==> config.mk <==
export PLATFORM = sky130hd
export DESIGN_NAME = bka_pipe_adder
export DESIGN_NICKNAME = d
export VERILOG_FILES = /design/src/rtl/bka_pipe_adder.sv
export SDC_FILE = /design/constraint.sdc
export NUM_CORES = 1
export LEC_CHECK = 0
export CELL_PAD_IN_SITES_DETAIL_PLACEMENT = 1
export CELL_PAD_IN_SITES_GLOBAL_PLACEMENT = 2
export CORE_ASPECT_RATIO = 1.4
export CORE_UTILIZATION = 38
export DETAILED_ROUTE_END_ITERATION = 8
export GPL_ROUTABILITY_DRIVEN = 0
export PLACE_DENSITY = 0.84
export SYNTH_ARGS = -nofsm -noshare
export SYNTH_HDL_FRONTEND = slang
export SYNTH_SLANG_ARGS = --single-unit
==> constraint.sdc <==
create_clock -name clk -period 2.5 [get_ports clk]
set_input_delay 0.375 -clock clk [delete_from_list [all_inputs] [get_ports clk]]
set_output_delay 0.375 -clock clk [all_outputs]
set_load 0.02 [all_outputs]
==> src/rtl/bka_pipe_adder.sv <==
// Three-stage pipelined Brent-Kung adder with valid/ready handshake and a global stall.
// Define BKA_OVF_EN to add the registered signed-overflow output ovf.
module bka_pipe_adder #(
  parameter int WIDTH = 16
) (
  input  logic             clk,
  input  logic             rst,
  input  logic             in_valid,
  output logic             in_ready,
  input  logic [WIDTH-1:0] a,
  input  logic [WIDTH-1:0] b,
  input  logic             cin,
  output logic             out_valid,
  input  logic             out_ready,
  output logic [WIDTH-1:0] s,
`ifdef BKA_OVF_EN
  output logic             ovf,
`endif
  output logic             cout
);

  localparam int L = $clog2(WIDTH);

  logic             w_stall;
  logic             w_adv;

  logic             r1_v, r2_v, r3_v;
  logic [WIDTH-1:0] r1_g, r1_p;
  logic             r1_cin;
  logic [WIDTH-1:0] r2_g, r2_gp, r2_p;
  logic             r2_cin;
  logic [WIDTH-1:0] r3_s;
  logic             r3_cout;
`ifdef BKA_OVF_EN
  logic             r3_ovf;
`endif

  logic [WIDTH-1:0] w_ug [L+1];
  logic [WIDTH-1:0] w_up [L+1];
  logic [WIDTH-1:0] w_dg [L];
  logic [WIDTH:0]   w_c;
  logic [WIDTH-1:0] w_sum;

  // The whole pipeline freezes only when a finished result is not taken.
  assign w_stall  = r3_v & ~out_ready;
  assign w_adv    = ~w_stall;
  assign in_ready = w_adv;

  // Up-sweep; cin is folded into bit 0 so every G[i:0] is the carry into bit i+1.
  always_comb begin
    w_ug[0]    = r1_g;
    w_ug[0][0] = r1_g[0] | (r1_p[0] & r1_cin);
    w_up[0]    = r1_p;
    for (int l = 0; l < L; l++) begin
      w_ug[l+1] = w_ug[l];
      w_up[l+1] = w_up[l];
      for (int i = (2 << l) - 1; i < WIDTH; i += (2 << l)) begin
        w_ug[l+1][i] = w_ug[l][i] | (w_up[l][i] & w_ug[l][i - (1 << l)]);
        w_up[l+1][i] = w_up[l][i] & w_up[l][i - (1 << l)];
      end
    end
  end

  // Down-sweep; each node's group P is still its up-sweep value when it is combined.
  always_comb begin
    w_dg[0] = r2_g;
    for (int k = 0; k < L - 1; k++) begin
      w_dg[k+1] = w_dg[k];
      for (int i = (3 << (L - 2 - k)) - 1; i < WIDTH; i += (2 << (L - 2 - k))) begin
        w_dg[k+1][i] = w_dg[k][i] | (r2_gp[i] & w_dg[k][i - (1 << (L - 2 - k))]);
      end
    end
    w_c   = {w_dg[L-1], r2_cin};
    w_sum = r2_p ^ w_c[WIDTH-1:0];
  end

  // NOTE: sequential state uses non-blocking assignments so every stage samples pre-edge values.
  always_ff @(posedge clk or posedge rst) begin
    if (rst) begin
      r1_v    <= 1'b0;
      r2_v    <= 1'b0;
      r3_v    <= 1'b0;
      r3_s    <= '0;
      r3_cout <= 1'b0;
`ifdef BKA_OVF_EN
      r3_ovf  <= 1'b0;
`endif
    end else if (w_adv) begin
      r1_v <= in_valid;
      r2_v <= r1_v;
      r3_v <= r2_v;
      if (r2_v) begin
        r3_s    <= w_sum;
        r3_cout <= w_c[WIDTH];
`ifdef BKA_OVF_EN
        r3_ovf  <= w_c[WIDTH] ^ w_c[WIDTH-1];
`endif
      end
    end
  end

  // NOTE: the S1/S2 datapath has no reset; the stage valid bits qualify it.
  always_ff @(posedge clk) begin
    if (w_adv) begin
      r1_g   <= a & b;
      r1_p   <= a ^ b;
      r1_cin <= cin;
      r2_g   <= w_ug[L];
      r2_gp  <= w_up[L];
      r2_p   <= r1_p;
      r2_cin <= r1_cin;
    end
  end

  assign out_valid = r3_v;
  assign s         = r3_s;
  assign cout      = r3_cout;
`ifdef BKA_OVF_EN
  assign ovf       = r3_ovf;
`endif

endmodule

==> run_results.csv <==
group,metric,value,unit
detailed_routing,wl_per_cell,14.8,um
grt,grtUsageMet1,0.154,
grt,grt_use_met3,0.0279,
synth,synthSimpleGateAreaFrac,0.0440,
sta,setup_viol,0,
detailed_routing,wl,5430,um
worst_setup_path,crit_path_max_fanout,2,
grt,grt_pass1_vias,1879,
cells_and_area,fin_nets,317,
synth,synth_compound_area_frac,0.0480,
cts,clk_latency,0.33,ns
placed_design,dpl_cell_area,4120,um2
detailed_routing,drc,0,
worst_setup_path,worstSetupStartpointType,"input port",
worst_setup_path,path_cells,"clkdlybuf4s50_1 > nand2b_4 > clkdlybuf4s50_1",
worst_setup_path,critPathRequiredTime,2.12,ns
sta,min_period,1.98,ns
placed_design,dp.cells,351,
synth,synth_top_area_share,0.616,
synth,synth_cells,192,
synth,synthesis.nets,252,
detailed_routing,ant_nets,0,
worst_setup_path,crit_top_cell,"clkdlybuf4s50_1",
cells_and_area,syn_to_final_growth,29.1,%
cells_and_area,final_cell_area,4410,um2
grt,grt_max_degree,70,
cts,clkTransAtPathRegs,0.06,ns
grt,grt_pass1_wl,8800,um
power_and_ir_drop,power_density,1050,nW/um2
sta,clock.fmax,506,MHz
grt,grt_overflow_total,0,
grt,met2_usage,0.217,
sta,relSlewSlack,0.504,
cells_and_area,layout-drive-gt1-share,0.103,
outcome,outcome,"completed",
power_and_ir_drop,p_total,4.63,mW
cts,h-tree-depth,3,
worst_setup_path,crit_arrival,1.60,ns
synth,avgSynthCellArea,17.8,um2
cells_and_area,fin_cells,367,
floorplanning,fp.coreArea,8660,um2
sta,rsz0062_at_grt,"false",
floorplanning,fp.dieH,114,um
detailed_routing,vias,1760,
synth,synthAdderAreaFrac,0.0843,
cts,cts_resized,0,
sta,whs,0.453,ns
cells_and_area,antenna_cells,0,
cts,numCtsBuffers,9,
run,drv_cap,0,
grt,antenna_found_initial,0,
detailed_routing,drt-vias-per-instance,4.80,
placed_design,hpwlAfterDp,3940,um
sta,slew_violations,0,
grt,track_usage,0.130,
cts,cts_setup_buffers,0,
worst_setup_path,cp_slowest_cell,"clkdlybuf4s50_1",
synth,ys_warn_count,0,
floorplanning,die_width,82.1,um
sta,clock_skew,0.00515,ns
cts,clock-sinks,90,
synth,synth_top_family_by_area,"adder cells",
synth,ys_ff_latch,90,
detailed_routing,firstDrtPassIters,3,
cts,clk_path_buf_depth,2,
synth,seq_area_frac_synth,0.762,
synth,synth_area,3410,um2
floorplanning,dieArea,9370,um2
worst_setup_path,end_kind,"output port",
synth,yosys-top-cells-area,"edfxtp_1 (62%), dfrtp_1 (15%), ha_1 (8.4%)",
floorplanning,start_util,0.394,
cts,cts_tree,"yes",
worst_setup_path,timing_worst_setup_path_type,"input port to output port",
grt,top_usage_layer,"met2",
synth,synth.area.mux_share,0.0330,
sta,worst_pin_slew,0.743,ns
synth,synth_xor_area_frac,0.0231,
sta,hold_viol,0,
floorplanning,row_count,40,
worst_setup_path,cp_slowest_stage_delay,0.61,ns
floorplanning,io_pins,56,
cts,cts_root_buf,"clkbuf_16",
sta,fin_setup_tns,0,ns
power_and_ir_drop,power_leakage,1.77,nW
min_path,worstHoldPathType,"register to register",
synth,post-synth-top-area-cell,"edfxtp_1",
cts,ctsHoldBuffers,0,
sta,period_share,0.791,
synth,ys_types,25,
power_and_ir_drop,vdd_drop_max,0.456,mV
detailed_routing,drt_iter0_drc,59,
placed_design,numPortBuffers,55,
cells in the final DEF (no fill, tap or decap), drive strengths merged, types with 2 or more instances in the layout:
cell type,count
xor2,7
and3,2
nand3,4
a21o,10
clkinv,3
a21oi,3
clkdlybuf4s50,55
xnor2,2
and2,3
buf,2
nor2,7
ha,23
nand2,12
nand2b,2
edfxtp,70
mux2,10
o21ai,9
dfrtp,20
clkbuf,12
synthesized netlist by cell type:
cell type	instances
dfrtp_1	20
a221o_1	1
buf_2	3
a21o_1	10
and3_1	2
and2_1	2
xnor2_1	2
nand2_2	1
nand2b_1	2
inv_1	1
nand4_1	1
a21oi_1	3
xor2_1	7
ha_1	23
a31o_1	1
nor2_1	7
edfxtp_1	70
and2_2	1
nand2_1	11
o21ai_0	9
mux2_1	2
nand3_2	1
mux2_2	8
a41o_1	1
nand3_1	3
path summary, 6_finish.rpt:
kind	cells after the start	startpoint	slack, ns	endpoint
hold reg to reg	0	r1_cin$_DFFE_PN_	0.45	r2_cin$_DFFE_PN_
setup reg to reg	4	r1_p[13]$_DFFE_PN_	0.91	r2_g[15]$_DFFE_PN_
min in group asynchronous	2	rst	0.48	s[11]$_DFFE_PP0P_
hold / removal	0	r1_cin$_DFFE_PN_	0.45	r2_cin$_DFFE_PN_
setup / recovery	3	out_ready	0.52	in_ready
max in group asynchronous	2	rst	1.55	s[14]$_DFFE_PP0P_
final cells by class:
cell class	count	area, um2
clock buffers	12	246
clock inverters	4	43.8
fillers	842	4250
inverters	1	3.75
multi-input cells	98	801
flip-flops and latches	90	2600
well taps	105	131
repair buffers	57	578
routing by layer:
| layer | wire, um | part of all wire |
|---|---|---|
| met4 | 124 | 0.023 |
| met5 | 0 | 0 |
| met1 | 2370 | 0.44 |
| met3 | 190 | 0.035 |
| met2 | 2750 | 0.51 |
metrics by stage:
stage                     setup slack [ns]  utilization
after global routing                 0.508        0.509
after detailed placement             0.462        0.475
after floorplan                     0.0732            -
after global placement               0.500        0.475
after CTS                            0.503        0.509
final                                0.522        0.509
cells by family (layout without fill, tap and decap cells):
kind of cell | after synthesis | after routing
DFF | 90 | 90
and+or+nand+nor | 31 | 31
AOI/OAI and AO/OA | 25 | 25
adders and majority gates | 23 | 23
muxes | 10 | 10
xor gates and xnor gates | 9 | 9
buffers and inverters | 4 | 74
flip-flops by register name (all words and copies together), names as in the netlist:
| signal | cells |
|---|---|
| r2_cin | 1 |
| r2_gp | 11 |
| r2_v | 1 |
| r1_g | 16 |
| out_valid | 1 |
| r1_p | 16 |
| cout | 1 |
| r1_v | 1 |
| r2_g | 16 |
| s | 16 |
| r2_p | 9 |
| r1_cin | 1 |
power breakdown:
part           total [mW]  switching [mW]  internal, mW
logic                1.06           0.536         0.528
clock network        1.31           0.510         0.795
registers            2.26           0.189          2.07
worst max-delay path: cells and delay by family:
family / cells / cell delay [ns]
AND/OR/NAND/NOR: 1 / 0.15
buffers and inverters: 2 / 1.07
Power figures use the tool's default switching activity.
